`src/rtl/insn_prefetch_pkg.sv`:
```
// ----------------------------------------------------------------------------
// insn_prefetch_pkg
//   Shared types and constants for the instruction prefetch buffer.
//   - state_t       : prefetch controller states (IDLE, REQ, FILL, DRAIN)
//   - *_DEFAULT     : default line length and word-address width
//   - AVM_*_W       : Avalon-MM data / burstcount / byteenable widths
//   - idx_width()   : word-index width for a line, never narrower than 1 bit
// ----------------------------------------------------------------------------
package insn_prefetch_pkg;

    typedef enum logic [1:0] {
        IDLE  = 2'd0,
        REQ   = 2'd1,
        FILL  = 2'd2,
        DRAIN = 2'd3
    } state_t;

    localparam int BURST_LEN_DEFAULT = 4;
    localparam int ADDR_W_DEFAULT    = 16;

    localparam int AVM_DATA_W  = 32;
    localparam int AVM_BURST_W = 3;
    localparam int AVM_BE_W    = 4;

    // A one-word line still needs a 1-bit index so vectors stay legal.
    function automatic int idx_width(input int burst_len);
        return (burst_len > 1) ? $clog2(burst_len) : 1;
    endfunction

endpackage

```
`src/rtl/insn_prefetch_if.sv`:
```
// ----------------------------------------------------------------------------
// insn_prefetch_if
//   Bundles the CPU fetch port and the Avalon-MM ROM master port of the
//   prefetcher.
//   - slave  : view used by the prefetcher (takes fetches, drives the ROM bus)
//   - master : view used by the surrounding system (CPU + ROM model)
//   Parameter ADDR_W: word-address width of fetch_addr / avm_address.
// ----------------------------------------------------------------------------
interface insn_prefetch_if
    import insn_prefetch_pkg::*;
#(
    parameter int ADDR_W = ADDR_W_DEFAULT
) ();

    // CPU side
    logic                   fetch_valid;
    logic [ADDR_W-1:0]      fetch_addr;
    logic                   fetch_ready;
    logic                   flush;
    logic                   insn_valid;
    logic [AVM_DATA_W-1:0]  insn_data;

    // Avalon-MM ROM side
    logic [ADDR_W-1:0]      avm_address;
    logic [AVM_BURST_W-1:0] avm_burstcount;
    logic                   avm_read;
    logic                   avm_write;
    logic [AVM_DATA_W-1:0]  avm_writedata;
    logic [AVM_BE_W-1:0]    avm_byteenable;
    logic                   avm_waitrequest;
    logic [AVM_DATA_W-1:0]  avm_readdata;
    logic                   avm_readdatavalid;

    modport slave (
        input  fetch_valid, fetch_addr, flush,
        input  avm_waitrequest, avm_readdata, avm_readdatavalid,
        output fetch_ready, insn_valid, insn_data,
        output avm_address, avm_burstcount, avm_read,
        output avm_write, avm_writedata, avm_byteenable
    );

    modport master (
        output fetch_valid, fetch_addr, flush,
        output avm_waitrequest, avm_readdata, avm_readdatavalid,
        input  fetch_ready, insn_valid, insn_data,
        input  avm_address, avm_burstcount, avm_read,
        input  avm_write, avm_writedata, avm_byteenable
    );

endinterface

```
`src/rtl/prefetch_line_buf.sv`:
```
// ----------------------------------------------------------------------------
// prefetch_line_buf
//   Storage for one prefetch line: BURST_LEN data words, the line tag, a
//   line-valid bit and one valid bit per word.
//   Ports:
//     clk, reset      : clock, synchronous active-high reset
//     inval           : drop line-valid and every word-valid bit
//     load_tag        : start a new line (new_tag), dropping all valid bits
//     wr_en/idx/data  : write one word and mark it valid
//     set_line_valid  : mark the whole line complete
//     lookup_tag      : tag to compare against the stored tag
//     rd_idx          : word index for hit test and read-out
//     hit             : line complete, tag matches and word rd_idx valid
//     rd_word         : word at rd_idx (registered by the caller)
// ----------------------------------------------------------------------------
module prefetch_line_buf
    import insn_prefetch_pkg::*;
#(
    parameter int BURST_LEN = BURST_LEN_DEFAULT,
    parameter int ADDR_W    = ADDR_W_DEFAULT,
    parameter int IDX_W     = idx_width(BURST_LEN)
) (
    input  logic                  clk,
    input  logic                  reset,
    input  logic                  inval,
    input  logic                  load_tag,
    input  logic [ADDR_W-1:0]     new_tag,
    input  logic                  wr_en,
    input  logic [IDX_W-1:0]      wr_idx,
    input  logic [AVM_DATA_W-1:0] wr_data,
    input  logic                  set_line_valid,
    input  logic [ADDR_W-1:0]     lookup_tag,
    input  logic [IDX_W-1:0]      rd_idx,
    output logic                  hit,
    output logic [AVM_DATA_W-1:0] rd_word
);

    logic [AVM_DATA_W-1:0] mem [BURST_LEN];
    logic [BURST_LEN-1:0]  word_valid;
    logic [ADDR_W-1:0]     tag_reg;
    logic                  line_valid_reg;

    // Data array carries no reset; the valid bits decide what is usable.
    always_ff @(posedge clk) begin
        if (wr_en) begin
            mem[wr_idx] <= wr_data;
        end
    end

    genvar gi;
    generate
        for (gi = 0; gi < BURST_LEN; gi++) begin : g_word_valid
            logic valid_reg;
            always_ff @(posedge clk) begin
                if (reset || inval || load_tag) begin
                    valid_reg <= 1'b0;
                end else if (wr_en && (wr_idx == IDX_W'(gi))) begin
                    valid_reg <= 1'b1;
                end
            end
            assign word_valid[gi] = valid_reg;
        end
    endgenerate

    always_ff @(posedge clk) begin
        if (reset) begin
            tag_reg        <= '0;
            line_valid_reg <= 1'b0;
        end else begin
            if (load_tag) begin
                tag_reg <= new_tag;
            end
            if (inval || load_tag) begin
                line_valid_reg <= 1'b0;
            end else if (set_line_valid) begin
                line_valid_reg <= 1'b1;
            end
        end
    end

    assign hit     = line_valid_reg && (tag_reg == lookup_tag) && word_valid[rd_idx];
    assign rd_word = mem[rd_idx];

endmodule

```
`src/rtl/insn_prefetch.sv`:
```
// ----------------------------------------------------------------------------
// insn_prefetch
//   Single-line instruction prefetch buffer in front of an Avalon-MM burst
//   ROM. A fetch hitting the buffered line returns its word the next cycle;
//   a miss refills the whole aligned line with one burst and returns the
//   requested word once. flush (branch/redirect) invalidates the line and
//   cancels any outstanding delivery; beats of a cancelled burst are drained.
//   Ports:
//     clk    : clock
//     reset  : synchronous, active-high
//     bus    : insn_prefetch_if.slave (fetch port + Avalon-MM master)
//   Parameters: BURST_LEN (words per line, power of 2, 1..4), ADDR_W.
//   Build option: define EARLY_HIT_EN to return the requested word as soon
//   as its beat arrives instead of after the final beat of the burst.
// ----------------------------------------------------------------------------
module insn_prefetch
    import insn_prefetch_pkg::*;
#(
    parameter int BURST_LEN = BURST_LEN_DEFAULT,
    parameter int ADDR_W    = ADDR_W_DEFAULT
) (
    input  logic           clk,
    input  logic           reset,
    insn_prefetch_if.slave bus
);

    localparam int                     IDX_W       = idx_width(BURST_LEN);
    localparam logic [IDX_W-1:0]       LAST_BEAT   = IDX_W'(BURST_LEN - 1);
    localparam logic [ADDR_W-1:0]      OFFSET_MASK = ADDR_W'(BURST_LEN - 1);
    localparam logic [AVM_BURST_W-1:0] BURST_CNT   = AVM_BURST_W'(BURST_LEN);

    state_t                  state_reg;
    logic [IDX_W-1:0]        beat_cnt_reg;
    logic [IDX_W-1:0]        req_idx_reg;
    logic                    pend_reg;        // miss word still owed to the CPU
    logic                    insn_valid_reg;
    logic [AVM_DATA_W-1:0]   insn_data_reg;
    logic                    avm_read_reg;
    logic [ADDR_W-1:0]       avm_address_reg;
    logic [AVM_BURST_W-1:0]  avm_burstcount_reg;

    logic [IDX_W-1:0]        fetch_idx;
    logic [ADDR_W-1:0]       fetch_tag;
    logic                    accept;
    logic                    fill_beat;
    logic                    last_beat;
    logic                    buf_hit;
    logic [AVM_DATA_W-1:0]   buf_word;
    logic [IDX_W-1:0]        rd_idx;
    logic                    deliver;
    logic [AVM_DATA_W-1:0]   deliver_data;

    assign fetch_idx = bus.fetch_addr[IDX_W-1:0] & LAST_BEAT;
    assign fetch_tag = bus.fetch_addr & ~OFFSET_MASK;
    assign accept    = (state_reg == IDLE) && bus.fetch_valid && !bus.flush;
    assign fill_beat = (state_reg == FILL) && bus.avm_readdatavalid;
    assign last_beat = (beat_cnt_reg == LAST_BEAT);

    // In IDLE the buffer answers the incoming fetch; otherwise it serves the
    // word owed to the pending miss.
    assign rd_idx = (state_reg == IDLE) ? fetch_idx : req_idx_reg;

`ifdef EARLY_HIT_EN
    assign deliver      = pend_reg && fill_beat && !bus.flush && (beat_cnt_reg == req_idx_reg);
    assign deliver_data = bus.avm_readdata;
`else
    assign deliver      = pend_reg && fill_beat && !bus.flush && last_beat;
    // The requested word may be the beat being written this very cycle.
    assign deliver_data = (req_idx_reg == beat_cnt_reg) ? bus.avm_readdata : buf_word;
`endif

    prefetch_line_buf #(
        .BURST_LEN (BURST_LEN),
        .ADDR_W    (ADDR_W),
        .IDX_W     (IDX_W)
    ) u_line_buf (
        .clk            (clk),
        .reset          (reset),
        .inval          (bus.flush),
        .load_tag       (accept && !buf_hit),
        .new_tag        (fetch_tag),
        .wr_en          (fill_beat && !bus.flush),
        .wr_idx         (beat_cnt_reg),
        .wr_data        (bus.avm_readdata),
        .set_line_valid (fill_beat && !bus.flush && last_beat),
        .lookup_tag     (fetch_tag),
        .rd_idx         (rd_idx),
        .hit            (buf_hit),
        .rd_word        (buf_word)
    );

    always_ff @(posedge clk) begin
        if (reset) begin
            state_reg          <= IDLE;
            beat_cnt_reg       <= '0;
            req_idx_reg        <= '0;
            pend_reg           <= 1'b0;
            insn_valid_reg     <= 1'b0;
            insn_data_reg      <= '0;
            avm_read_reg       <= 1'b0;
            avm_address_reg    <= '0;
            avm_burstcount_reg <= '0;
        end else begin
            insn_valid_reg <= 1'b0;

            if (deliver) begin
                insn_valid_reg <= 1'b1;
                insn_data_reg  <= deliver_data;
                pend_reg       <= 1'b0;
            end

            case (state_reg)
                IDLE: begin
                    if (accept) begin
                        if (buf_hit) begin
                            insn_valid_reg <= 1'b1;
                            insn_data_reg  <= buf_word;
                        end else begin
                            state_reg          <= REQ;
                            avm_read_reg       <= 1'b1;
                            avm_address_reg    <= fetch_tag;
                            avm_burstcount_reg <= BURST_CNT;
                            req_idx_reg        <= fetch_idx;
                            beat_cnt_reg       <= '0;
                            pend_reg           <= 1'b1;
                        end
                    end
                end

                REQ: begin
                    // The command must complete even if flushed; a burst that
                    // lost its pending miss is drained instead of filled.
                    if (!bus.avm_waitrequest) begin
                        avm_read_reg <= 1'b0;
                        beat_cnt_reg <= '0;
                        state_reg    <= (pend_reg && !bus.flush) ? FILL : DRAIN;
                    end
                end

                FILL, DRAIN: begin
                    if (bus.avm_readdatavalid) begin
                        beat_cnt_reg <= beat_cnt_reg + IDX_W'(1);
                        if (last_beat) begin
                            beat_cnt_reg <= '0;
                            state_reg    <= IDLE;
                        end else if (bus.flush) begin
                            state_reg <= DRAIN;
                        end
                    end else if (bus.flush) begin
                        state_reg <= DRAIN;
                    end
                end

                default: state_reg <= IDLE;
            endcase

            if (bus.flush) begin
                pend_reg <= 1'b0;
            end
        end
    end

    assign bus.fetch_ready    = (state_reg == IDLE) && !bus.flush;
    assign bus.insn_valid     = insn_valid_reg;
    assign bus.insn_data      = insn_data_reg;
    assign bus.avm_read       = avm_read_reg;
    assign bus.avm_address    = avm_address_reg;
    assign bus.avm_burstcount = avm_burstcount_reg;
    assign bus.avm_write      = 1'b0;
    assign bus.avm_writedata  = '0;
    assign bus.avm_byteenable = '1;

endmodule

```
`src/flat_wrapper.sv`:
```
// flat-port wrapper written by rule: the top's interface ports become plain ports
module insn_prefetch_flat import insn_prefetch_pkg::*;
#(
    parameter int BURST_LEN = BURST_LEN_DEFAULT,
    parameter int ADDR_W    = ADDR_W_DEFAULT
)
  (clk, reset, bus_fetch_valid, bus_fetch_addr, bus_flush, bus_avm_waitrequest, bus_avm_readdata, bus_avm_readdatavalid, bus_fetch_ready, bus_insn_valid, bus_insn_data, bus_avm_address, bus_avm_burstcount, bus_avm_read, bus_avm_write, bus_avm_writedata, bus_avm_byteenable);
  insn_prefetch_if #(.ADDR_W(ADDR_W)) bus_i ();
  input  logic clk;
  input  logic reset;
  input wire logic [$bits(bus_i.fetch_valid)-1:0] bus_fetch_valid;
  input wire logic [$bits(bus_i.fetch_addr)-1:0] bus_fetch_addr;
  input wire logic [$bits(bus_i.flush)-1:0] bus_flush;
  input wire logic [$bits(bus_i.avm_waitrequest)-1:0] bus_avm_waitrequest;
  input wire logic [$bits(bus_i.avm_readdata)-1:0] bus_avm_readdata;
  input wire logic [$bits(bus_i.avm_readdatavalid)-1:0] bus_avm_readdatavalid;
  output wire logic [$bits(bus_i.fetch_ready)-1:0] bus_fetch_ready;
  output wire logic [$bits(bus_i.insn_valid)-1:0] bus_insn_valid;
  output wire logic [$bits(bus_i.insn_data)-1:0] bus_insn_data;
  output wire logic [$bits(bus_i.avm_address)-1:0] bus_avm_address;
  output wire logic [$bits(bus_i.avm_burstcount)-1:0] bus_avm_burstcount;
  output wire logic [$bits(bus_i.avm_read)-1:0] bus_avm_read;
  output wire logic [$bits(bus_i.avm_write)-1:0] bus_avm_write;
  output wire logic [$bits(bus_i.avm_writedata)-1:0] bus_avm_writedata;
  output wire logic [$bits(bus_i.avm_byteenable)-1:0] bus_avm_byteenable;
  assign bus_i.fetch_valid = bus_fetch_valid;
  assign bus_i.fetch_addr = bus_fetch_addr;
  assign bus_i.flush = bus_flush;
  assign bus_i.avm_waitrequest = bus_avm_waitrequest;
  assign bus_i.avm_readdata = bus_avm_readdata;
  assign bus_i.avm_readdatavalid = bus_avm_readdatavalid;
  assign bus_fetch_ready = bus_i.fetch_ready;
  assign bus_insn_valid = bus_i.insn_valid;
  assign bus_insn_data = bus_i.insn_data;
  assign bus_avm_address = bus_i.avm_address;
  assign bus_avm_burstcount = bus_i.avm_burstcount;
  assign bus_avm_read = bus_i.avm_read;
  assign bus_avm_write = bus_i.avm_write;
  assign bus_avm_writedata = bus_i.avm_writedata;
  assign bus_avm_byteenable = bus_i.avm_byteenable;
  insn_prefetch #(.BURST_LEN(BURST_LEN), .ADDR_W(ADDR_W)) u_core (.clk(clk), .reset(reset), .bus(bus_i));
endmodule
```
`config.mk`:
```
export PLATFORM = sky130hd
export DESIGN_NAME = insn_prefetch_flat
export DESIGN_NICKNAME = d
export VERILOG_FILES = /design/src/rtl/insn_prefetch_pkg.sv /design/src/rtl/insn_prefetch_if.sv /design/src/rtl/prefetch_line_buf.sv /design/src/rtl/insn_prefetch.sv /design/src/flat_wrapper.sv
export SDC_FILE = /design/constraint.sdc
export NUM_CORES = 1
export LEC_CHECK = 0
export BUFFER_PORTS_ARGS = -buffer_cell sky130_fd_sc_hd__buf_2
export CAP_MARGIN = 20
export CORE_MARGIN = 2
export CORE_UTILIZATION = 50
export CTS_BUF_LIST = sky130_fd_sc_hd__clkbuf_4 sky130_fd_sc_hd__clkbuf_8 sky130_fd_sc_hd__clkbuf_16
export DETAILED_ROUTE_END_ITERATION = 8
export GPL_TIMING_DRIVEN = 0
export PLACE_DENSITY_LB_ADDON = 0.08
export SYNTH_ARGS = -nofsm -noshare
export SYNTH_HDL_FRONTEND = slang
export SYNTH_SLANG_ARGS = --single-unit
```
`constraint.sdc`:
```
create_clock -name clk -period 2.2 [get_ports clk]
set_clock_uncertainty 0.1 [all_clocks]
set_input_delay 0.33 -clock clk [delete_from_list [all_inputs] [get_ports clk]]
set_output_delay 0.33 -clock clk [all_outputs]
set_load 0.01 [all_outputs]
```
; ---- Yosys cells after proc, flatten, opt, wreduce, memory -nomap -nowiden
; Memories as Yosys holds them, arrays and structs flattened.
; Index checks and enable logic that the tools add are counted.
[classes]
n_lt_le_gt_ge = 1
shift = 0
n_addsub = 1
mul = 0
n_reduce_logical = 31
n_mux = 36
div_mod_pow = 0
n_eq_ne = 12
n_bitwise = 1
[ops]
columns = op, n
row1 = 32-bit 2-to-1 mux, 5
row2 = 2-bit 2-to-1 mux, 12
row3 = 1-bit logical AND, 16
row4 = 1-bit 2-to-1 mux, 15
row5 = 14-bit equality test, 1
row6 = 2-bit one-hot mux with 3 select lines, 2
row7 = 2-bit equality test (second input constant), 4
row8 = 4-bit AND reduction, 2
row9 = 2-bit != test (second input constant), 3
row10 = 3-bit AND reduction, 2
row11 = 2-bit OR reduction, 3
row12 = 2-bit by 1-bit equality test with 1-bit output (second input constant), 2
row13 = 2-bit zero test, 2
row14 = 1-bit logical OR, 3
row15 = 2-bit by 3-bit < comparator with 1-bit output (second input constant), 1
row16 = 2-bit by 1-bit adder with 2-bit output (second input constant), 1
row17 = 1-bit binary-select mux with 2-bit select, 1
row18 = 2-bit equality test, 1
row19 = 1-bit zero test, 2
row20 = 2-bit by 1-bit != test with 1-bit output (second input constant), 1
row21 = 1-bit one-hot mux with 2 select lines, 1
row22 = 2-bit nonzero test, 1
row23 = 1-bit inverter, 1
[totals]
output_inout_bits = 91
regBits = 75
ramBits = 128
latchBits = 0
word_cells = 98
romBits = 0
mem_count = 1
[mem_list]
columns = name, depth, width, read_ports, rd_ports_with_merged_regs, write_ports, line_no
row1 = u_core.u_line_buf.mem, 4, 32, 1, 0, 1, prefetch_line_buf.sv:38  ; logic [AVM_DATA_W-1:0] mem [BURST_LEN];

; ---- Depth between registers and ports, before layout
; Gate-level depths: netlist of run 1.
[logic_depth]
ltp_word = 9
ltp_mapped = 9

; ---- Hierarchy
; A second synthesis of run 1 with hierarchy kept.
[unflattened]
hier_cells = 573
hier_area_um2 = 8499.4
[modules_own_cells]
columns = mod, cells_per_inst, area_per_inst_um2, seq_area_each_um2, n_inst
row1 = prefetch_line_buf, 259, 5552.8, 4264.1, 1
row2 = insn_prefetch, 314, 2946.6, 1121.1, 1

; ---- Worst setup path before layout of run 1
; No wires, ideal clock.
[synth_path]
path_kind = register to register
from = register u_core.state_reg[0]
to = register u_core.avm_address_reg[10], in the netlist u_core.bus.avm_address[10]
t_arrival_ns = 2.204
setup_ns = 0.060
setup_slack_ns = -0.163
required_time_ns = 2.040
stages_incl_launch_ff = 9
cell_sequence = dfxtp_1 or3b_2 and2_1 mux4_2 and2_1 buf_6 nor3_4 buf_6 a22o_1
[synth_between]
elab_chain_cells = 7
word_cells_on_any_way = 9
[synth_lines]
columns = item, line_no
row1 = start: declaration, insn_prefetch.sv:32  ; state_t state_reg;
row2 = start signal: assignment, insn_prefetch.sv:136  ; state_reg <= (pend_reg && !bus.flush) ? FILL : DRAIN;
row3 = 2-bit zero test (*), "insn_prefetch.sv:55, insn_prefetch.sv:61, insn_prefetch.sv:112"
row4 = 2-bit 2-to-1 mux, insn_prefetch.sv:61  ; assign rd_idx = (state_reg == IDLE) ? fetch_idx : req_idx_reg;
row5 = 1-bit binary-select mux with 2-bit select, prefetch_line_buf.sv:81  ; assign hit = line_valid_reg && (tag_reg == lookup_tag) && word_valid[rd_idx];
row6 = 1-bit 2-to-1 mux (not written as such), prefetch_line_buf.sv:81
row7 = 1-bit logical AND, prefetch_line_buf.sv:81
row8 = 1-bit inverter (no source line), n/a
row9 = 3-bit AND reduction (no source line) (*), n/a
row10 = end signal: assignment, insn_prefetch.sv:121  ; avm_address_reg <= fetch_tag;
row11 = end: declaration, insn_prefetch.sv:39  ; logic [ADDR_W-1:0] avm_address_reg;
; Every way passes the cells marked *; elsewhere a longest branch is shown, timed or not. The select of a mux whose other input is x is not followed.
; A chain may end at the register's enable or synchronous reset.

; ---- Final worst setup path of run 1
[layout_path]
from = register u_core.state_reg[0]
to = register u_core.insn_data_reg[11], in the netlist u_core.bus.insn_data[11]
[layout_between]
elab_chain_cells = 9
word_cells_on_any_way = 18
[layout_lines]
columns = item, line_no
row1 = branches (longest 8 deep; another with memory 4 x 32 bit), n/a
row2 = 32-bit 2-to-1 mux (*), insn_prefetch.sv:112  ; case (state_reg)
row3 = end signal: assignment, insn_prefetch.sv:108  ; insn_data_reg <= deliver_data;
row4 = end signal: assignment, insn_prefetch.sv:117  ; insn_data_reg <= buf_word;
row5 = end: declaration, insn_prefetch.sv:37  ; logic [AVM_DATA_W-1:0] insn_data_reg;
; Mark *: on every way between the ends. The select of a mux whose other input is x is not followed.

==> results of run 1 <==
==> layer usage <==
layer | vias to the layer above | global-route usage
met5 | - | 0
met1 | 3062 | 0.339
met4 | 0 | 0.0633
li1 | 2987 | -
met3 | 35 | 0.0291
met2 | 258 | 0.417
==> cells in the mapped netlist (all sizes together) <==
| master | number | share of area |
|---|---|---|
| edfxtp | 128 | 0.46 |
| nand2 | 128 | 0.058 |
| dfxtp | 75 | 0.18 |
| a21oi | 66 | 0.040 |
| buf | 53 | 0.046 |
| o21ai | 40 | 0.024 |
| clkbuf | 33 | 0.015 |
| a32o | 30 | 0.036 |
| a22o | 28 | 0.029 |
| o22a | 26 | 0.027 |
| xnor2 | 14 | 0.015 |
| nor2 | 10 | 0.0045 |
| and2 | 7 | 0.0053 |
| nand2b | 7 | 0.0053 |
| nor3 | 7 | 0.0056 |
| nand4 | 5 | 0.0038 |
| o22ai | 5 | 0.0038 |
| a2bb2oi | 4 | 0.0042 |
| ha | 4 | 0.0060 |
| inv | 4 | 0.0018 |
| nand3 | 4 | 0.0024 |
| and3 | 3 | 0.0023 |
| a211o | 2 | 0.0021 |
| a211oi | 2 | 0.0018 |
| a21boi | 2 | 0.0018 |
| conb | 2 | 0.00090 |
| o21a | 2 | 0.0018 |
| xor2 | 2 | 0.0021 |
| a31oi | 1 | 0.00075 |
| a32oi | 1 | 0.0011 |
| and4bb | 1 | 0.0015 |
| mux2 | 1 | 0.0018 |
| mux2i | 1 | 0.0012 |
| mux4 | 1 | 0.0027 |
| nor4 | 1 | 0.00075 |
| o221ai | 1 | 0.0011 |
| o31a | 1 | 0.0011 |
| or2b | 1 | 0.00090 |
| or3b | 1 | 0.0011 |
==> through the flow <==
stage / power [W] / hold WS (ns) / util
after floorplan: 0.00467 / 0.329 / -
after global placement: 0.00492 / 0.352 / 0.565
after detailed placement: 0.00494 / 0.357 / 0.570
after CTS: 0.00867 / 0.000153 / 0.659
after global routing: 0.00893 / 0.00792 / 0.667
final: 0.00865 / 0.0105 / 0.667
==> kinds of logic (layout without fill, tap and decap cells) <==
kind of cell	Yosys count	count (layout)	share of synthesized area
AOI/OAI and AO/OA	211	211	0.176
xor gates and xnor gates	16	16	0.0168
adders and majority gates	4	4	0.00601
buffers and inverters	90	289	0.0623
DFF	203	203	0.642
muxes	3	3	0.00571
other	2	41	0.000901
and+or+nand+nor	175	175	0.0909
==> worst reg2reg max path, stage by stage, from the launching register on <==
cell	delay, ns
dfxtp_4	0.36
nor2_4	0.08
mux2_4	0.32
mux4_2	0.53
buf_6	0.17
a31oi_4	0.18
buf_12	0.18
buf_8	0.13
nand2_1	0.06
o21ai_0	0.08
==> cell type report <==
type	count	area, µm²
fill	1242	5470
sequential	203	5350
buffer	84	633
clock inverter	9	120
tap	220	275
multi-input combinational	450	2740
clock buffer	29	592
inverter	4	15.0
timing repair buffer	163	1210
==> power by group <==
part           internal, W  switching [W]  total, W
Sequential         0.00408      0.0000269   0.00411
Combinational     0.000394       0.000502  0.000897
Clock              0.00224        0.00141   0.00364
==> worst paths after layout <==
kind,slack (ns),startpoint,cells after the start,to
max,-0.07,u_core.state_reg[0],9,u_core.bus.insn_data[11]
min,0.01,bus_fetch_addr[6],2,u_core.bus.avm_address[6]
max reg2reg,-0.07,u_core.state_reg[0],9,u_core.bus.insn_data[11]
min reg2reg,0.37,u_core.bus.avm_address[13],1,u_core.bus.avm_address[13]
==> what timing repair did <==
action	4_1_cts	5_1_grt
endpoints found under the hold margin	128	0
endpoints found under the setup margin	120	69
resized for setup	82	16
setup buffers	16	3
gates cloned	1	3
hold buffers	36	0
pin swaps	16	7
==> cells in the final DEF (no fill, tap or decap), drive strengths merged, types with 2 or more instances in the layout <==
cell type,synthesis,routed
dfxtp,75,75
nand3,4,4
edfxtp,128,128
nand2b,7,7
o22ai,5,5
clkinv,0,5
o21ai,40,40
buf,53,179
clkbuf,33,61
ha,4,4
xor2,2,2
nand4,5,5
a22o,28,28
nor3,7,7
conb,2,41
a21boi,2,2
a211o,2,2
and2,7,7
o22a,26,26
a2bb2oi,4,4
bufinv,0,3
a21oi,66,66
dlygate4sd3,0,36
nor2,10,10
o21a,2,2
xnor2,14,14
inv,4,5
a211oi,2,2
and3,3,3
nand2,128,128
a32o,30,30
==> impl_metrics.env, run 1 <==
export IMPL_drtAntennaViolNets=0
export IMPL_finalHoldViolCount=0
export IMPL_gp_congestion=0.810
export IMPL_end_kind="flop"
export IMPL_grt_pass1_vias=6387
export IMPL_hp_class="input port to flop"
export IMPL_die_width_um=133
export IMPL_cts_root_buf="clkbuf_16"
export IMPL_final_nets=985
export IMPL_netlist_area_um2=8330
export IMPL_finalSetupTns_ns=-1.70
export IMPL_critical_path_top_delay_family="multiplexers"
export IMPL_grt_max_degree=36
export IMPL_num_vias=6342
export IMPL_violations="negative setup slack"
export IMPL_numCtsBuffers=21
export IMPL_crit_type="flop to flop"
export IMPL_setup_ws_ns=-0.0662
export IMPL_finalCritPeriodShare=1.03
export IMPL_io_buffers=101
export IMPL_rows=47
export IMPL_core_um2=16400
export IMPL_place_ws_ns=-0.804
export IMPL_maxUsedRoutingLayer="met4"
export IMPL_peakVddDrop_mv=0.568
export IMPL_drt_iter0_drc=586
export IMPL_tightest_slew_ns=0.705
export IMPL_drive_gt1_frac=0.285
export IMPL_worstPathArrival_ns=2.59
export IMPL_crit_chain="nor2_4, mux2_4, mux4_2, buf_6, a31oi_4, buf_12, buf_8, nand2_1, o21ai_0"
export IMPL_met3_length_mm=1.53
export IMPL_ys_types=44
export IMPL_dpl_cell_area_um2=9350
export IMPL_dp_cells=1067
export IMPL_grt_use_total=0.246
export IMPL_status="complete, but fails checks"
export IMPL_h_tree_depth=1
export IMPL_grt_pass1_wl_mm=34.2
export IMPL_yosysWarnings=0
export IMPL_power_density_cell_area_nw_per_um2=791
export IMPL_worstSkewPairLatency_ns=0.49
export IMPL_required_ns=2.52
export IMPL_slew_viol_final=0
export IMPL_place_hpwl_mm=13.5
export IMPL_area_growth_pct=31.3
export IMPL_cts_tree="yes"
export IMPL_period_minus_slack_ns=2.27
export IMPL_clockBufferDepth=3
export IMPL_cap_violations=0
export IMPL_wl_per_cell_um=19.0
export IMPL_rsz0062_at_grt="true"
export IMPL_pin_count=145
export IMPL_synth_ff_latch_count=203
export IMPL_path_buf_inv=3
export IMPL_slowest_delay_ns=0.53
export IMPL_clkSlewWorstSetupHoldPaths_ns=0.06
export IMPL_synth_avg_cell_area_um2=11.8
export IMPL_finalSetupViolCount=55
export IMPL_routed_wl_mm=22.0
export IMPL_worst_setup_path_start_kind="flop"
export IMPL_clkSinkCount=203
export IMPL_cp_slowest_cell="mux4_2"
export IMPL_drt_pre_antenna_iters=5
export IMPL_drc=0
export IMPL_dr_wl_met2_mm=10.7
export IMPL_stdcell_count=1162
export IMPL_cp_max_fo=8
export IMPL_num_antenna_cells=0
export IMPL_final_area_um2=10900
export IMPL_p_leak_nw=4.30
export IMPL_die_h_um=133
export IMPL_fmaxAchievable_ghz=0.441
export IMPL_viasPerCell=5.46
export IMPL_grt_overflow=0
export IMPL_ys_seq_area_frac=0.642
export IMPL_largest_reg_flops=128
export IMPL_wl_met1_mm=9.49
export IMPL_relSlewSlack=0.530
export IMPL_syn_inst=704
export IMPL_antenna_found_initial=0
export IMPL_design_die_area_um2=17700
export IMPL_start_util=0.508
No activity file was read; power rests on OpenSTA's default activity.
==> inputs of run 2 (changes only) <==
- CORE_UTILIZATION: 50 -> 52
- CTS_BUF_LIST: sky130_fd_sc_hd__clkbuf_4 sky130_fd_sc_hd__clkbuf_8 sky130_fd_sc_hd__clkbuf_16 -> sky130_fd_sc_hd__clkbuf_8
==> impl_metrics.env, run 2 (synthesis gave the netlist of run 1 again) <==
export IMPL_worstSkewPairLatency_ns=0.51
export IMPL_cts_tree="yes"
export IMPL_finalSetupTns_ns=-3.14
export IMPL_drc=0
export IMPL_antenna_found_initial=0
export IMPL_grt_pass1_vias=6430
export IMPL_relSlewSlack=0.365
export IMPL_final_common_cell="edfxtp_1"
export IMPL_p_leak_nw=4.39
export IMPL_cap_violations=0
export IMPL_wl_per_cell_um=19.1
export IMPL_crit_type="flop to flop"
export IMPL_tightest_slew_ns=0.952
export IMPL_num_vias=6636
export IMPL_design_die_area_um2=17100
export IMPL_numCtsBuffers=34
export IMPL_rows=46
export IMPL_routed_wl_mm=22.8
export IMPL_violations="negative setup slack"
export IMPL_worst_setup_path_start_kind="flop"
export IMPL_finalCritPeriodShare=1.05
export IMPL_peakVddDrop_mv=0.485
export IMPL_grt_max_degree=36
export IMPL_grt_overflow=0
export IMPL_grt_pass1_wl_mm=33.8
export IMPL_register_area_um2=5350
export IMPL_switchingPower_w=0.00199
export IMPL_die_h_um=131
export IMPL_final_cell_mix="128 x edfxtp_1, 126 x nand2_1, 108 x buf_2"
export IMPL_cp_max_fo=6
export IMPL_clkSlewWorstSetupHoldPaths_ns=0.06
export IMPL_io_buffers=101
export IMPL_period_minus_slack_ns=2.31
export IMPL_power_density_cell_area_nw_per_um2=718
export IMPL_required_ns=2.54
export IMPL_gp_congestion=0.802
export IMPL_die_width_um=131
export IMPL_finalSetupViolCount=59
export IMPL_drt_iter0_drc=550
export IMPL_largest_reg_flops=128
export IMPL_dp_cells=1063
export IMPL_place_ws_ns=-0.979
export IMPL_multi_input_area_um2=2930
export IMPL_fmaxAchievable_ghz=0.433
export IMPL_cts_root_buf="clkbuf_8"
export IMPL_rsz0062_at_grt="true"
export IMPL_r2r_slack_ns=-0.11
export IMPL_end_kind="flop"
export IMPL_hp_class="input port to flop"
export IMPL_switching_share=0.249
export IMPL_core_um2=15800
export IMPL_stdcell_count=1196
export IMPL_status="complete, but fails checks"
export IMPL_worstPathArrival_ns=2.65
export IMPL_h_tree_depth=2
export IMPL_p_clk_frac=0.370
export IMPL_finalHoldViolCount=0
export IMPL_drive_gt1_frac=0.317
export IMPL_viasPerCell=5.55
export IMPL_area_growth_pct=33.4
export IMPL_pin_count=145
export IMPL_place_hpwl_mm=13.4
export IMPL_start_util=0.528
export IMPL_setup_ws_ns=-0.107
export IMPL_drt_pre_antenna_iters=5
export IMPL_share_comb_of_total_power=0.115
export IMPL_final_area_um2=11100
export IMPL_nFillCells=1183
export IMPL_clockBufferDepth=3
export IMPL_num_antenna_cells=0
export IMPL_dpl_cell_area_um2=9350
export IMPL_slew_viol_final=0
export IMPL_drtAntennaViolNets=0
export IMPL_pwr_share_seq=0.515
export IMPL_internal_power_w=0.00599
export IMPL_clkSinkCount=203
export IMPL_grt_use_total=0.262
export IMPL_final_nets=1014
export IMPL_whs_ns=0.0126
## run 2: cell types whose count changed in the layout (fill, tap and decap cells not counted), sizes merged
cell         change
inv             +15
dlygate4sd3     +14
buf              +8
bufinv           -3
clkinv           +2
clkbuf           +1
clkinvlp         +1
## run 2: metrics by stage
stage | util | total power [W]
after global routing | 0.705 | 0.00824
after global placement | 0.588 | 0.00491
after detailed placement | 0.593 | 0.00494
after floorplan | - | 0.00467
after CTS | 0.693 | 0.00795
final | 0.705 | 0.00799
## run 2: worst paths after layout
kind                                startpoint                           end  depth (start not counted)
setup / recovery           u_core.state_reg[0]    u_core.bus.avm_address[11]                          8
hold / removal               bus_fetch_addr[3]  u_core.u_line_buf.tag_reg[3]                          2
setup reg to reg           u_core.state_reg[0]    u_core.bus.avm_address[11]                          8
hold reg to reg   u_core.bus.avm_burstcount[2]  u_core.bus.avm_burstcount[2]                          1
## run 2: layer usage
metal | part of all wire | global-route usage | vias to the layer above
met5 | 0 | 0 | -
met2 | 0.49 | 0.433 | 296
li1 | - | - | 3038
met3 | 0.064 | 0.0391 | 49
met4 | 0.028 | 0.112 | 0
met1 | 0.41 | 0.347 | 3253
## run 2: what timing repair did
| item | in CTS | in global routing |
|---|---|---|
| setup buffers | 15 | 7 |
| setup endpoints to repair | 155 | 89 |
| hold buffers | 50 | 0 |
| endpoints found under the hold margin | 151 | 0 |
| gates cloned | 4 | 0 |
| gates resized for setup | 125 | 56 |
| pin swaps | 15 | 35 |
## run 2: power by group through the flow
stage          Sequential [W]  Combinational, W  Clock (W)
2_1_floorplan         0.00420          0.000470          0
3_5_place_dp          0.00419          0.000745          0
5_1_grt               0.00412          0.000992    0.00313
3_3_place_gp          0.00419          0.000722          0
6_report              0.00411          0.000918    0.00295
4_1_cts               0.00411          0.000869    0.00297
## run 2: final cells by class
class | instances | share of cell area
inverters | 4 | 0.00135
flip-flops and latches | 203 | 0.482
well taps | 216 | 0.0243
clock buffers | 36 | 0.0446
plain buffers | 83 | 0.0554
multi-input cells | 450 | 0.263
repair buffers | 180 | 0.121
clock inverters | 24 | 0.00878
## run 2: critical path, cell delays in order, from the launching register on
cell     delay (ns)
dfxtp_4        0.37
nor2_4         0.12
mux2_4         0.31
mux4_2         0.54
and2_4         0.24
nor3_4         0.12
buf_6          0.16
buf_6          0.12
a22o_1         0.15
